## src/rtl/pll_lock_reset_pkg.sv

```systemverilog
// Shared types and constants for the PLL lock reset sequencer.
// State encoding is fixed so that debug probes can decode it directly.
package pll_lock_reset_pkg;

    typedef enum logic [2:0] {
        RST        = 3'd0,
        WAIT_LOCK  = 3'd1,
        SETTLE     = 3'd2,
        REL_PERIPH = 3'd3,
        RUN        = 3'd4
    } state_t;

    localparam int LOSS_CNT_W = 8;

endpackage

```

## src/rtl/sync_ff.sv

```systemverilog
// Parameterised-depth single-bit synchronizer with async active-low reset.
// Reusable for any single CDC bit; output is the last flop of the chain.
module sync_ff #(
    parameter int STAGES = 2
) (
    input  logic clk,
    input  logic rstn,
    input  logic d,
    output logic q
);

    logic [STAGES-1:0] stage;

    always_ff @(posedge clk or negedge rstn) begin
        if (!rstn) begin
            stage <= '0;
        end else begin
            stage <= {stage[STAGES-2:0], d};
        end
    end

    assign q = stage[STAGES-1];

endmodule

```

## src/rtl/pll_lock_reset_seq.sv

```systemverilog
// Staged peripheral/core reset release driven by a synchronized PLL lock.
// Define PLL_LOCK_LOSS_CNT_EN to build the saturating lock-loss counter.
module pll_lock_reset_seq
    import pll_lock_reset_pkg::*;
#(
    parameter int SYNC_STAGES   = 2,
    parameter int SETTLE_CYCLES = 1024,
    parameter int CORE_DELAY    = 16
) (
    input  logic                  clk,
    input  logic                  rstn,
    input  logic                  lock_i,
    output logic                  rstn_periph_o,
    output logic                  rstn_core_o,
    output logic                  ready_o,
    output logic                  lock_lost_o,
    output logic [LOSS_CNT_W-1:0] loss_cnt_o
);

    localparam int CNT_MAX = (SETTLE_CYCLES > CORE_DELAY) ?
                             SETTLE_CYCLES : CORE_DELAY;
    localparam int CW = $clog2(CNT_MAX + 1);
    localparam logic [CW-1:0] SETTLE_LAST = CW'(SETTLE_CYCLES - 1);
    localparam logic [CW-1:0] CORE_LAST   = CW'(CORE_DELAY - 1);

    if (SYNC_STAGES < 2) begin : g_bad_sync
        $error("SYNC_STAGES must be >= 2");
    end
    if (SETTLE_CYCLES < 1) begin : g_bad_settle
        $error("SETTLE_CYCLES must be >= 1");
    end
    if (CORE_DELAY < 1) begin : g_bad_core
        $error("CORE_DELAY must be >= 1");
    end

    logic          lock_s;
    logic          loss_evt;
    state_t        state;
    logic [CW-1:0] cnt;

    sync_ff #(
        .STAGES (SYNC_STAGES)
    ) u_lock_sync (
        .clk  (clk),
        .rstn (rstn),
        .d    (lock_i),
        .q    (lock_s)
    );

    // Loss only counts once the lock has qualified through SETTLE.
    assign loss_evt = ((state == REL_PERIPH) || (state == RUN)) && !lock_s;

    always_ff @(posedge clk or negedge rstn) begin
        if (!rstn) begin
            state         <= RST;
            cnt           <= '0;
            rstn_periph_o <= 1'b0;
            rstn_core_o   <= 1'b0;
            ready_o       <= 1'b0;
            lock_lost_o   <= 1'b0;
        end else begin
            lock_lost_o <= 1'b0;
            unique case (state)
                RST: begin
                    state <= WAIT_LOCK;
                    cnt   <= '0;
                end
                WAIT_LOCK: begin
                    cnt <= '0;
                    if (lock_s) begin
                        state <= SETTLE;
                    end
                end
                SETTLE: begin
                    if (!lock_s) begin
                        state <= WAIT_LOCK;
                        cnt   <= '0;
                    end else if (cnt == SETTLE_LAST) begin
                        state         <= REL_PERIPH;
                        cnt           <= '0;
                        rstn_periph_o <= 1'b1;
                    end else begin
                        cnt <= cnt + CW'(1);
                    end
                end
                REL_PERIPH, RUN: begin
                    if (loss_evt) begin
                        state         <= WAIT_LOCK;
                        cnt           <= '0;
                        rstn_periph_o <= 1'b0;
                        rstn_core_o   <= 1'b0;
                        ready_o       <= 1'b0;
                        lock_lost_o   <= 1'b1;
                    end else if (state == REL_PERIPH) begin
                        if (cnt == CORE_LAST) begin
                            state       <= RUN;
                            cnt         <= '0;
                            rstn_core_o <= 1'b1;
                            ready_o     <= 1'b1;
                        end else begin
                            cnt <= cnt + CW'(1);
                        end
                    end
                end
                default: begin
                    state         <= RST;
                    cnt           <= '0;
                    rstn_periph_o <= 1'b0;
                    rstn_core_o   <= 1'b0;
                    ready_o       <= 1'b0;
                end
            endcase
        end
    end

`ifdef PLL_LOCK_LOSS_CNT_EN
    logic [LOSS_CNT_W-1:0] loss_cnt;

    always_ff @(posedge clk or negedge rstn) begin
        if (!rstn) begin
            loss_cnt <= '0;
        end else if (loss_evt && (loss_cnt != {LOSS_CNT_W{1'b1}})) begin
            loss_cnt <= loss_cnt + LOSS_CNT_W'(1);
        end
    end

    assign loss_cnt_o = loss_cnt;
`else
    assign loss_cnt_o = '0;
`endif

endmodule

```

## config.mk

```make
export PLATFORM = sky130hd
export DESIGN_NAME = pll_lock_reset_seq
export DESIGN_NICKNAME = d
export VERILOG_FILES = /design/src/rtl/pll_lock_reset_pkg.sv /design/src/rtl/sync_ff.sv /design/src/rtl/pll_lock_reset_seq.sv
export SDC_FILE = /design/constraint.sdc
export NUM_CORES = 1
export LEC_CHECK = 0
export CORE_MARGIN = 10
export CORE_UTILIZATION = 46
export DETAILED_ROUTE_END_ITERATION = 10
export GPL_TIMING_DRIVEN = 0
export PLACE_DENSITY = 0.69
export RECOVER_POWER = 50
export SKIP_CTS_REPAIR_TIMING = 1
export SYNTH_ARGS = -nofsm -noshare
export SYNTH_HDL_FRONTEND = slang
export SYNTH_SLANG_ARGS = --single-unit
```

## constraint.sdc

```tcl
create_clock -name clk -period 3.2 [get_ports clk]
set_input_delay 0.64 -clock clk [delete_from_list [all_inputs] [get_ports clk]]
set_output_delay 0.64 -clock clk [all_outputs]
set_load 0.05 [all_outputs]
```

==> results.md <==
- Hold Fails Final Rpt: 0
- DP HPWL: 1810 µm
- Achievable frequency: 411 MHz
- WHS: 0.361 ns
- Post-synth top area cell: dfrtp_1
- I/O Pins: 15
- #FFs+latches synth: 19
- Sequential cell area fraction in the yosys report: 42.6%
- Number of port buffers: 6
- Synth unique cells: 41
- Core area: 2250 µm²
- Final Non-Filler Cells: 170
- CP Cell Sequence: ha_1 > and3_1 > and4_1 > o31ai_1 > o21ai_0 > a31oi_1
- Clock Tree Buf Depth: 2
- DR iter-0 viols: 50
- Clk_skew: 0.00403 ns
- Final nets: 147
- Num CTS Buffers: 3
- Placed insts: 166
- CTS tree: built
- H-tree levels: 1
- Post-route setup TNS: 0 ns
- Starting Density: 49.5%
- Final period utilization: 76.1%
- Via Count: 987
- Max FO, Critical Path: 8
- Max-slew violation count: 0
- Ys Warns: 0
- FF+latch area: 475 µm²
- Max_cap viols: 0
- Post-synth design cell area: 1120 µm²
- Vias/cell: 5.81
- Critical Path RT: 3.42 ns
- Area fraction of the dominant cell type after synthesis: 42.6%
- Critical path type: flop to flop
- Total Wirelength: 2480 µm
- Max_slew headroom: 38.6%
- Startpoint Class: flop
- Status: finished, final reports clean
- Placer congestion estimate: 0.852
- Largest net degree at the start of global routing: 20
- Fill count: 202
- Setup-failing EPs final: 0
- ANT cells: 0
- GRT Total Usage: 10.2%
- Drt pass-1 iters: 4
- DRC violations left: 0
- Clk slew on worst S/H paths: 0.11 ns
- Post-synthesis cell count: 125
- RSZ-0062 raised after global routing: no
- Synthesized area per cell: 8.93 µm²
- Per-cell routed wire length: 14.6 µm
- Top post-synthesis cells by area: dfrtp_1 43%, buf_4 6.1%, a21oi_1 4.5%
- CP arrival: 2.65 ns
- FP Rows: 17
- Fraction of layout cells with a size suffix above 1: 14.8%
- Setup crit end kind: flop
- Clock sinks: 19
- Cell Pwr Density: 632 nW/µm²
- Vias in the first global route: 963
- Layout Area Growth over Synthesis: 13.2%
- Final Cell Area: 1260 µm²
- Multi-input logic area: 573 µm²
- Slew @ Worst Pin: 0.914 ns
- Total gr overflow: 0
- DIE WIDTH: 69.3 µm
- Final worst path period need: 2.44 ns
- Hold WC Path Type: flop to flop
- Total die area: 4800 µm²
- First-pass GRT wire length: 4280 µm
- R2R setup slack: 0.76 ns
- DP Area: 1240 µm²
- CTS Root Cell: clkbuf_4
- LEAKAGE: 0.556 nW
- ANT nets after route: 0
- Maximum VDD drop: 332 µV
- Initial antenna violation count: 0
- Clk_lat worst skew: 0.30 ns
- CP max stage delay: 0.74 ns
- Die Height: 69.3 µm
- Crit-path slowest cell: o31ai_1
==> report_power, final <==
| group | leakage (nW) | switching [mW] | internal [mW] |
|---|---|---|---|
| clock | 0.0150 | 0.0751 | 0.0486 |
| combinational | 0.289 | 0.247 | 0.130 |
| sequential | 0.252 | 0.0225 | 0.276 |
| total | 0.556 | 0.344 | 0.455 |
==> synthesized netlist by cell type (all sizes together) <==
master  number
dfrtp       19
nor2        12
a21oi       10
nand2       10
o21ai       10
buf          9
clkbuf       5
nand3        5
and3         4
nor3         4
a22o         3
a31oi        3
a32o         2
and2         2
and4         2
inv          2
nand4        2
o31ai        2
or3          2
a31o         1
a32oi        1
a41oi        1
and4b        1
conb         1
ha           1
nand2b       1
nand3b       1
nand4b       1
nor2b        1
o211ai       1
o221ai       1
o22ai        1
o41ai        1
or2          1
or3b         1
or4          1
==> placed cells by master (no fill, tap or decap), types with 2 or more instances in the layout <==
cell type	n
nand3_1	5
inv_1	2
buf_4	9
clkbuf_4	3
a31oi_1	3
o21ai_0	9
nor2_1	12
and3_1	3
dfrtp_1	19
a32o_1	2
nand2_1	10
a22o_1	2
dlygate4sd3_1	2
nand4_1	2
o31ai_1	2
and2_1	2
nor3_1	4
clkbuf_1	6
clkdlybuf4s50_1	4
a21oi_1	10
conb_1	8
==> final timing paths <==
path | start | depth (start not counted) | end
setup / recovery | cnt[0]$_DFFE_PN0P_ | 6 | cnt[7]$_DFFE_PN0P_
hold / removal | u_lock_sync.stage[0]$_DFF_PN0_ | 0 | u_lock_sync.stage[1]$_DFF_PN0_
setup reg to reg | cnt[0]$_DFFE_PN0P_ | 6 | cnt[7]$_DFFE_PN0P_
hold reg to reg | u_lock_sync.stage[0]$_DFF_PN0_ | 0 | u_lock_sync.stage[1]$_DFF_PN0_
max in group asynchronous | rstn | 1 | cnt[1]$_DFFE_PN0P_
min in group asynchronous | rstn | 1 | ready_o$_DFFE_PN0P_
==> state kept, by name, summed over array words and instances, names as in the netlist <==
signal             flops
rstn_periph_o          1
state                  3
cnt                   11
u_lock_sync.stage      2
ready_o                1
lock_lost_o            1
==> layer usage <==
| metal | GRT usage, % | vias to the layer above | share of wire, % |
|---|---|---|---|
| met1 | 12.7 | 475 | 45 |
| li1 | - | 479 | - |
| met3 | 2.57 | 6 | 6.6 |
| met2 | 16.0 | 27 | 47 |
| met4 | 4.66 | 0 | 1.8 |
| met5 | 0 | - | 0 |
==> through the flow <==
step                worst slack (ns)  util, %  total power [mW]
floorplan                       1.17        -             0.582
global placement               0.791     54.9             0.664
detailed placement             0.805     54.9             0.673
CTS                            0.761     56.0             0.794
global route                   0.469     56.0             0.848
finish                         0.765     56.0             0.799
==> kinds of logic (layout without fill, tap and decap cells) <==
family                   after synthesis  after routing  synth area share (%)
AND/OR/NAND/NOR                       51             51                  25.5
AO/OA/AOI/OAI                         37             37                  22.1
flip-flops                            19             19                  42.6
buffers and inverters                 16             26                  8.41
adder cells (fa/ha/maj)                1              1                  1.12
other                                  1              8                 0.336
==> cell type report <==
type                    instances  area share, %
flip-flops and latches         19           37.6
repair buffers                  6           4.75
well taps                      28           2.77
multi-input cells              97           45.3
clock buffers                   4           2.08
inverters                       2          0.594
plain buffers                  14           6.83
==> critical path, delay by kind of cell (launching register included) <==
kind,cells,cell delay [ns]
compound gates,3,1.21
flops,1,0.42
simple gates,2,0.43
fa+ha+maj,1,0.29
Power figures use the tool's default switching activity.
